<file path="config.mk">
export PLATFORM = sky130hd
export DESIGN_NAME = exec_sequencer
export DESIGN_NICKNAME = d
export VERILOG_FILES = /design/src/rtl/exec_sequencer.sv
export SDC_FILE = /design/constraint.sdc
export NUM_CORES = 1
export LEC_CHECK = 0
export ABC_AREA = 1
export ABC_CLOCK_PERIOD_IN_PS = 2600
export CAP_MARGIN = 15
export CORE_ASPECT_RATIO = 1.5
export CORE_MARGIN = 4
export CORE_UTILIZATION = 45
export CTS_BUF_LIST = sky130_fd_sc_hd__clkbuf_16
export DETAILED_ROUTE_END_ITERATION = 8
export GPL_ROUTABILITY_DRIVEN = 1
export PLACE_DENSITY = 0.89
export SLEW_MARGIN = 20
export SYNTH_ARGS = -nofsm -noshare
export SYNTH_HDL_FRONTEND = slang
export SYNTH_SLANG_ARGS = --single-unit
</file>
<file path="constraint.sdc">
create_clock -name clk -period 2.6 [get_ports clk]
set_input_delay 0.26 -clock clk [delete_from_list [all_inputs] [get_ports clk]]
set_output_delay 0.26 -clock clk [all_outputs]
set_load 0.02 [all_outputs]
</file>
<file path="src/rtl/exec_sequencer.sv">
// Single-issue sequencer: accepts one instruction per 4 cycles, decodes it and walks STOP/FETCH/EXE/WRITE.
// All outputs registered; instr_ready is high only while idle in STOP.
module exec_sequencer #(
  parameter int DataSize   = 32,
  parameter int AddrSize   = 5,
  parameter int CountWidth = 16
) (
  input  logic                  clk,
  input  logic                  rst,
  input  logic [DataSize-1:0]   instr,
  input  logic                  instr_valid,
  output logic                  instr_ready,
  input  logic                  alu_overflow,
  output logic [AddrSize-1:0]   read_address1,
  output logic [AddrSize-1:0]   read_address2,
  output logic [AddrSize-1:0]   write_address,
  output logic                  enable_fetch,
  output logic                  enable_execute,
  output logic                  enable_writeback,
  output logic [4:0]            imm_5bit,
  output logic [14:0]           imm_15bit,
  output logic [19:0]           imm_20bit,
  output logic [1:0]            mux4to1_select,
  output logic                  mux2to1_select,
  output logic                  imm_reg_select,
  output logic [5:0]            opcode,
  output logic [4:0]            sub_opcode,
  output logic                  instr_done,
  output logic                  illegal,
  output logic                  ovf_flag,
  output logic [CountWidth-1:0] retired_count
);

  typedef enum logic [1:0] {STOP, FETCH, EXE, WRITE} state_t;

  state_t state, state_nxt;
  logic   legal_q;
  logic   take;

  logic       dec_legal, dec_irs, dec_m2, dec_movi;
  logic [1:0] dec_m4;
  logic [5:0] dec_op;
  logic [4:0] dec_sub;

  assign take    = instr_valid && instr_ready;
  assign dec_op  = instr[30:25];
  assign dec_sub = instr[4:0];

  always_comb begin
    state_nxt = state;
    case (state)
      STOP:    if (take) state_nxt = FETCH;
      FETCH:   state_nxt = EXE;
      EXE:     state_nxt = WRITE;
      WRITE:   state_nxt = STOP;
      default: state_nxt = STOP;
    endcase
  end

  always_comb begin
    dec_legal = 1'b0;
    dec_irs   = 1'b0;
    dec_m2    = 1'b0;
    dec_m4    = 2'b00;
    dec_movi  = 1'b0;
    case (dec_op)
      6'b100000: begin
        case (dec_sub)
          5'b00000, 5'b00001, 5'b00010, 5'b00011, 5'b00100: dec_legal = 1'b1;
          5'b01000, 5'b01001, 5'b01011: begin
            dec_legal = 1'b1;
            dec_irs   = 1'b1;
          end
          default: dec_legal = 1'b0;
        endcase
      end
      6'b100010: begin
        dec_legal = 1'b1;
        dec_irs   = 1'b1;
        dec_m4    = 2'b11;
        dec_m2    = 1'b1;
        dec_movi  = 1'b1;
      end
      6'b101000: begin
        dec_legal = 1'b1;
        dec_irs   = 1'b1;
        dec_m4    = 2'b01;
      end
      6'b101100, 6'b101011: begin
        dec_legal = 1'b1;
        dec_irs   = 1'b1;
        dec_m4    = 2'b10;
      end
      default: dec_legal = 1'b0;
    endcase
    // Illegal words keep raw fields visible but drive neutral selects.
    if (instr[31] || !dec_legal) begin
      dec_legal = 1'b0;
      dec_irs   = 1'b0;
      dec_m2    = 1'b0;
      dec_m4    = 2'b00;
      dec_movi  = 1'b0;
    end
  end

  always_ff @(posedge clk) begin
    if (rst) begin
      state            <= STOP;
      legal_q          <= 1'b0;
      instr_ready      <= 1'b0;
      enable_fetch     <= 1'b0;
      enable_execute   <= 1'b0;
      enable_writeback <= 1'b0;
      instr_done       <= 1'b0;
      read_address1    <= '0;
      read_address2    <= '0;
      write_address    <= '0;
      imm_5bit         <= '0;
      imm_15bit        <= '0;
      imm_20bit        <= '0;
      mux4to1_select   <= '0;
      mux2to1_select   <= 1'b0;
      imm_reg_select   <= 1'b0;
      opcode           <= '0;
      sub_opcode       <= '0;
      illegal          <= 1'b0;
      ovf_flag         <= 1'b0;
      retired_count    <= '0;
    end else begin
      state            <= state_nxt;
      instr_ready      <= (state_nxt == STOP);
      enable_fetch     <= (state_nxt == FETCH);
      enable_execute   <= (state_nxt == EXE);
      enable_writeback <= (state_nxt == WRITE) && legal_q;
      instr_done       <= (state_nxt == WRITE);
      if (take) begin
        legal_q        <= dec_legal;
        read_address1  <= dec_movi ? '0 : AddrSize'(instr[19:15]);
        read_address2  <= AddrSize'(instr[14:10]);
        write_address  <= AddrSize'(instr[24:20]);
        imm_5bit       <= instr[14:10];
        imm_15bit      <= instr[14:0];
        imm_20bit      <= instr[19:0];
        mux4to1_select <= dec_m4;
        mux2to1_select <= dec_m2;
        imm_reg_select <= dec_irs;
        opcode         <= dec_op;
        sub_opcode     <= dec_sub;
      end
      // Leaving EXE: retire/flag so the result is visible during WRITE.
      if (state == EXE) begin
        if (legal_q) begin
          retired_count <= retired_count + 1'b1;
          if (alu_overflow) ovf_flag <= 1'b1;
        end else begin
          illegal <= 1'b1;
        end
      end
    end
  end

endmodule

</file>
# After elaboration in Yosys (flattened, before gate mapping)
# Index checks and enable logic that the tools add are counted.
[word_totals]
latchBits = 0
rom_bits = 0
memories = 0
reg_bits = 91
ramBits = 0
inputBits = 36
[op_classes]
n_reduce_logical = 14
magnitude_cmp = 0
n_eq_ne = 18
addsub = 1
muxes = 13
n_div = 0
bitwise_logic = 1
shift = 0
mul = 0
[ops]
columns = ["op", "n"]
rows = [
  ["6-bit equality test (second input constant)", 5],
  ["16-bit by 1-bit adder with 16-bit output (second input constant)", 1],
  ["5-bit by 4-bit equality test with 1-bit output (second input constant)", 3],
  ["5-bit by 2-bit equality test with 1-bit output (second input constant)", 2],
  ["2-bit equality test (second input constant)", 4],
  ["2-bit case mux with 4 select lines", 1],
  ["8-bit OR reduction", 1],
  ["1-bit 2-to-1 mux", 6],
  ["2-bit case mux with 3 select lines", 1],
  ["5-bit by 1-bit equality test with 1-bit output (second input constant)", 1],
  ["5-bit by 3-bit equality test with 1-bit output (second input constant)", 1],
  ["5-bit logical NOT", 1],
  ["5-bit 2-to-1 mux", 1],
  ["2-bit by 1-bit equality test with 1-bit output (second input constant)", 2],
  ["2-bit logical NOT", 2],
  ["2-bit 2-to-1 mux", 2],
  ["1-bit case mux with 2 select lines", 2],
  ["2-bit AND reduction", 2],
  ["4-bit OR reduction", 1],
  ["3-bit AND reduction", 1],
  ["3-bit OR reduction", 1],
  ["1-bit logical AND", 2],
  ["2-bit OR reduction", 1],
  ["1-bit logical NOT", 1],
  ["other kinds (2)", 2],
]

# Longest topological paths before layout
# Gate-level depths: netlist (run 1).
[depth]
word_depth = 8
depth_mapped = 10
ltp_nobuf = 10

# Worst setup path after synthesis (run 1)
# OpenSTA, ideal clock, no wires.
[synth_timing]
path_kind = "register to register"
start = "reg state[0]"
end = "reg retired_count[15]"
setup_ps = 114
arrival_ps = 1437
slack_ps = 1049
n_path_buf = 0
required_ps = 2486
stages_incl_launch_ff = 10
synth_period_minus_slack_ps = 1551
path_cell_list = "dfxtp_1 > inv_1 > ha_1 > nand2_4 > nor3_4 > nand4_4 > nor2_4 > nand3_1 > nand2_1 > a21oi_2"
[synth_via]
elab_chain_cells = 2
[synth_lines]
columns = ["item", "line_no", "rtl"]
rows = [
  ["from (decl)", "36", "state_t state, state_nxt;"],
  ["from (signal assigned)", "130", "state <= state_nxt;"],
  ["2-bit equality test", "151", "if (state == EXE) begin"],
  ["2-bit AND reduction (no line)", "-", ""],
  ["to (signal assigned)", "153", "retired_count <= retired_count + 1'b1;"],
  ["to (decl)", "31", "output logic [CountWidth-1:0] retired_count"],
]
# Every way passes these cells.
# A chain may end at the register's enable or synchronous reset.

# Final worst setup path (run 1)
# Ends and elaborated chain as after synthesis.

==> results.json, run 1 <==
{
  "synth_nets": 418,
  "final_net_count": 514,
  "pre_cts_slack_ns": 0.7898,
  "status": "finished clean",
  "fin_skew_ns": 0.009101,
  "dieHeight_microns": 106.8,
  "area_growth_pct": 48.44,
  "gp_congestion": 0.7768,
  "vias": 2763,
  "period_needed_ns": 1.765,
  "hp-class": "reg -> reg",
  "cts_root_buf": "clkbuf_16",
  "layout_commonest_cell": "clkdlybuf4s50_1",
  "r2r-start": "state[0]",
  "worstMarginPinSlew_ns": 0.7389,
  "tns_ns": 0,
  "cts_resized": 0,
  "ys_ff_latch": 66,
  "postLayoutCoreUtil_pct": 69.86,
  "core_sq_mm": 0.006218,
  "fin_cells": 553,
  "power_density_mw_per_mm2": 824.0,
  "crit_required_ns": 2.81,
  "initial_core_util_pct": 47.06,
  "final-setup-viol-count": 0,
  "rows": 35,
  "drt_iter0_drc": 114,
  "start_kind": "register",
  "cts.path.max_buffers": 2,
  "relSlewSlack_pct": 50.67,
  "p_leak_nw": 1.733,
  "grt_max_degree": 49,
  "post_cts_buffers": 0,
  "drcViolationCount": 0,
  "vias_per_cell": 4.996,
  "synth_area_sq_mm": 0.002927,
  "power_mw": 3.580,
  "cts_made_buffers": 9,
  "synth_cell_type_count": 34,
  "clkTransAtPathRegs_ns": 0.06,
  "finalHoldViolCount": 0,
  "overflow": 0,
  "ios": 129,
  "hp-start": "retired_count[15]",
  "clk_latency_ns": 0.32,
  "arrival_ns": 1.98,
  "design_area_sq_mm": 0.004344,
  "timing.hold.ws_ns": 0.4643,
  "syn_inst": 378,
  "die-width_microns": 73.85,
  "synth.avg_cell_area_sq_um": 7.742,
  "wirelength_microns": 7755,
  "hpwlAfterDp_microns": 5647,
  "fillers": 496,
  "crit_start": "state[0]",
  "ant_nets": 0,
  "diodes": 0,
  "grt_usage_pct": 20.21,
  "grt_pass1_vias": 2794,
  "first_pass_iters": 4,
  "wire_per_inst_microns": 14.02,
  "cts_sinks": 66,
  "ir_drop_mv": 0.5018,
  "layout_common_cells": "128 x clkdlybuf4s50_1, 66 x nor2_1, 66 x dfxtp_1",
  "endpoint_kind": "register",
  "io_buffers": 128,
  "worstSetupPathType": "reg -> reg",
  "die-area_sq_mm": 0.007884,
  "grt_setup_unrepaired": "false",
  "cts_hold_buf": 0,
  "drv_cap": 0,
  "antenna_found_initial": 0,
  "fmax_ghz": 0.5666,
  "place_inst": 537,
  "finalWorstSetupSlack_ns": 0.8350,
  "drive_gt1_share_pct": 7.307,
  "grt_pass1_wl_microns": 12520,
  "h-tree-depth": 3,
  "yosys_warnings": 0,
  "cp_max_fo": 6,
  "finalMaxSlewViolations": 0,
  "place_area_sq_mm": 0.004033,
  "seq_area_frac_synth_pct": 45.15,
  "tritoncts": "built",
  "fin_crit_sh_pct": 67.88
}
## cells in the mapped netlist, drive strengths merged
| cell | instances | area, sq um |
|---|---|---|
| xor2 | 2 | 17.52 |
| nand4 | 4 | 55.05 |
| o21a | 2 | 15.01 |
| or2 | 1 | 6.260 |
| nor3 | 5 | 46.30 |
| a21oi | 34 | 173.9 |
| nand3b | 1 | 7.510 |
| inv | 33 | 123.9 |
| a31oi | 2 | 12.51 |
| nand2 | 51 | 201.5 |
| o21ai | 39 | 195.2 |
| a22o | 1 | 8.760 |
| nor3b | 1 | 7.510 |
| bufinv | 1 | 17.52 |
| nand3 | 15 | 80.08 |
| dfxtp | 66 | 1321 |
| nor2 | 70 | 296.5 |
| buf | 35 | 249.0 |
| ha | 4 | 50.05 |
| clkbuf | 11 | 41.29 |
## cell families (layout without fill, tap and decap cells)
family | after synthesis | after routing | synth area share, %
xor gates and xnor gates | 2 | 2 | 0.5987
buffers and inverters | 80 | 181 | 14.75
DFF | 66 | 66 | 45.15
adders and majority gates | 4 | 4 | 1.710
and+or+nand+nor | 148 | 148 | 23.94
AOI/OAI and AO/OA | 78 | 78 | 13.85
## critical path: stages (launching register included)
cell     delay [ns]
dfxtp_1        0.31
inv_1          0.09
ha_1           0.28
nand2_4        0.13
nor3_4         0.31
nand4_4        0.19
nor2_4         0.15
nand3_1        0.08
nand2_1        0.08
a21oi_2        0.03
## per-layer routing
metal	track usage, %	wire [microns]	share of wire, %
met1	20.98	2818	36
met2	37.12	4215	54
met3	4.128	547	7.1
met4	9.715	174	2.2
met5	0	0	0
## final cells by class
type | count | area, sq um | share of cell area [%]
Inverter | 34 | 141.4 | 3.255
Timing Repair Buffer | 131 | 1304 | 30.01
Sequential cell | 66 | 1321 | 30.41
Multi-Input combinational cell | 232 | 1174 | 27.02
Clock buffer | 9 | 225.2 | 5.184
Tap cell | 74 | 92.59 | 2.131
Clock inverter | 7 | 86.33 | 1.987
## worst paths after layout
check	end	slack, ns	depth (start not counted)
worst min-delay path	retired_count[15]	0.46	2
worst max-delay path	retired_count[15]	0.84	9
worst max register to register	retired_count[15]	0.84	9
worst min register to register	retired_count[15]	0.46	2
## power by group
part / internal, mW / switching (mW)
clock: 0.829 / 0.413
sequential: 1.15 / 0.0847
combinational: 0.501 / 0.602
total: 2.48 / 1.10
## registers in the layout, summed over array words and instances, names as in the netlist, 2 cells and up
register,flops
read_address1,5
state,2
imm_5bit,4
imm_15bit,10
opcode,6
write_address,5
imm_20bit,6
retired_count,16
mux4to1_select,2
No activity file was read; power rests on OpenSTA's default activity.
==> run 2, diff against run 1 <==
ABC_CLOCK_PERIOD_IN_PS = 1600   (was 2600)
CORE_UTILIZATION = 38   (was 45)
PLACE_DENSITY = 0.81   (was 0.89)
clock period = 1.6 ns   (was 2.6 ns; I/O delays follow)
==> results.json, run 2 (synthesized netlist as in run 1, its figures left out) <==
{
  "status": "finished clean",
  "tns_ns": 0,
  "fmax_ghz": 0.6380,
  "grt_pass1_vias": 2653,
  "start_kind": "register",
  "vias_per_cell": 4.713,
  "diodes": 0,
  "h-tree-depth": 3,
  "wl_met2_microns": 4085,
  "crit_start": "state[0]",
  "clkTransAtPathRegs_ns": 0.05,
  "ant_nets": 0,
  "wire_per_inst_microns": 13.06,
  "ir_drop_mv": 0.6192,
  "fin_skew_ns": 0.003618,
  "cts_root_buf": "clkbuf_16",
  "final-setup-viol-count": 0,
  "fin_crit_sh_pct": 97.97,
  "grt_pass1_wl_microns": 12340,
  "wl_met1_microns": 2878,
  "cts_sinks": 66,
  "gp_congestion": 0.7524,
  "first_pass_iters": 4,
  "layout_common_cells": "125 x clkdlybuf4s50_1, 66 x nor2_1, 64 x dfxtp_1",
  "tritoncts": "built",
  "finalMaxSlewViolations": 0,
  "worstSetupPathType": "reg -> reg",
  "drv_cap": 0,
  "arrival_ns": 1.81,
  "dieHeight_microns": 115.5,
  "final_net_count": 527,
  "core_sq_mm": 0.007370,
  "wirelength_microns": 7730,
  "layout_commonest_cell": "clkdlybuf4s50_1",
  "largest_reg_flops": 16,
  "hpwlAfterDp_microns": 5908,
  "hp-class": "in -> reg",
  "cts_made_buffers": 9,
  "largestRegisters": "retired_count x16, imm_15bit x10",
  "power_mw": 5.744,
  "antenna_found_initial": 0,
  "cts.path.max_buffers": 2,
  "grt_max_degree": 49,
  "io_buffers": 128,
  "clk_latency_ns": 0.32,
  "drcViolationCount": 0,
  "cp_max_fo": 5,
  "overflow": 0,
  "design_area_sq_mm": 0.004486,
  "endpoint_kind": "register",
  "crit_slowest_cell": "dfxtp_2",
  "p_leak_nw": 1.830,
  "finalHoldViolCount": 0,
  "die-width_microns": 79.66,
  "area_growth_pct": 53.27,
  "ios": 129,
  "period_needed_ns": 1.568,
  "cts_hold_buf": 0,
  "hp-start": "instr[0]",
  "rows": 38,
  "die-area_sq_mm": 0.009199,
  "grt_usage_pct": 17.04,
  "vias": 2790,
  "drt_iter0_drc": 147,
  "routed-wl-met3_microns": 641,
  "crit_required_ns": 1.85,
  "critPathMaxStageDelay_ns": 0.33,
  "relSlewSlack_pct": 78.52,
  "largest_register": "retired_count",
  "top_layer": "met4",
  "worstMarginPinSlew_ns": 0.3222,
  "power_density_mw_per_mm2": 1281,
  "grt_setup_unrepaired": "true",
  "place_area_sq_mm": 0.004138,
  "r2r-start": "state[0]",
  "initial_core_util_pct": 39.71,
  "crit_path_cell_trace": "inv_2 -> ha_4 -> nand2_8 -> nor2_8 -> nand4_4 -> nor2_4 -> nand3_2 -> nor2_1 -> nand2_1 -> a21oi_1",
  "drive_gt1_share_pct": 9.959
}
## run 2: cell count changes in the layout (fill, tap and decap cells not counted), sizes merged
cell,previous run,this run
buf,3,16
clkdlybuf4s50,128,125
dlymetal6s2s,0,3
bufinv,3,2
inv,35,36
## run 2: path summary, 6_finish.rpt
check | slack, ns | end | cells after the start
worst max-delay path | 0.03 | retired_count[12] | 10
worst min-delay path | 0.44 | imm_15bit[0] | 3
worst max register to register | 0.03 | retired_count[12] | 10
worst min register to register | 0.47 | imm_20bit[18] | 2
## run 2: metal layers
layer  GRT usage [%]  up-vias
li1                -     1401
met1           18.51     1283
met2           31.23       94
met3           3.966       12
met4           7.225        0
met5               0        -
## run 2: power by group
part,internal [mW],switching [mW],total [mW]
combinational,0.899,1.01,1.91
clock,1.17,0.643,1.82
sequential,1.88,0.144,2.02
total,3.95,1.80,5.74
## run 2: final cells by class
cell class | count | area, sq um
fill | 633 | 2884
timing repair buffer | 144 | 1421
clock inverter | 7 | 53.80
sequential | 66 | 1324
tap | 100 | 125.1
multi-input combinational | 232 | 1195
clock buffer | 9 | 225.2
inverter | 34 | 141.4
## run 2: metrics by stage
step	utilization, %	cells	worst slack (ns)	hold WS [ns]
global route	60.87	592	-0.05737	0.4455
finish	60.87	592	0.03249	0.4380
CTS	60.07	588	0.005847	0.4195
global placement	56.15	571	0.05055	0.4520
detailed placement	56.15	571	-0.04706	0.4637
floorplan	-	378	0.04918	0.2855
## run 2: timing repair
item / 4_1_cts / 5_1_grt
setup endpoints to repair: 3 / 10
buffers inserted: 1 / 4
resized for setup: 1 / 8
pin swaps: 1 / 5
## run 2: critical path, delay by kind of cell, from the launching register on
| family | cells | cell delay, ns |
|---|---|---|
| buffers and inverters | 1 | 0.07 |
| AO/OA/AOI/OAI | 1 | 0.14 |
| adder cells (fa/ha/maj) | 1 | 0.16 |
| flip-flops | 1 | 0.33 |
| AND/OR/NAND/NOR | 7 | 0.80 |
==> run 3, diff against run 2 <==
SKIP_LAST_GASP = 1   (was not set)
==> results of run 3 <==
The final DEF is identical to that of run 2; final timing and power are the same.
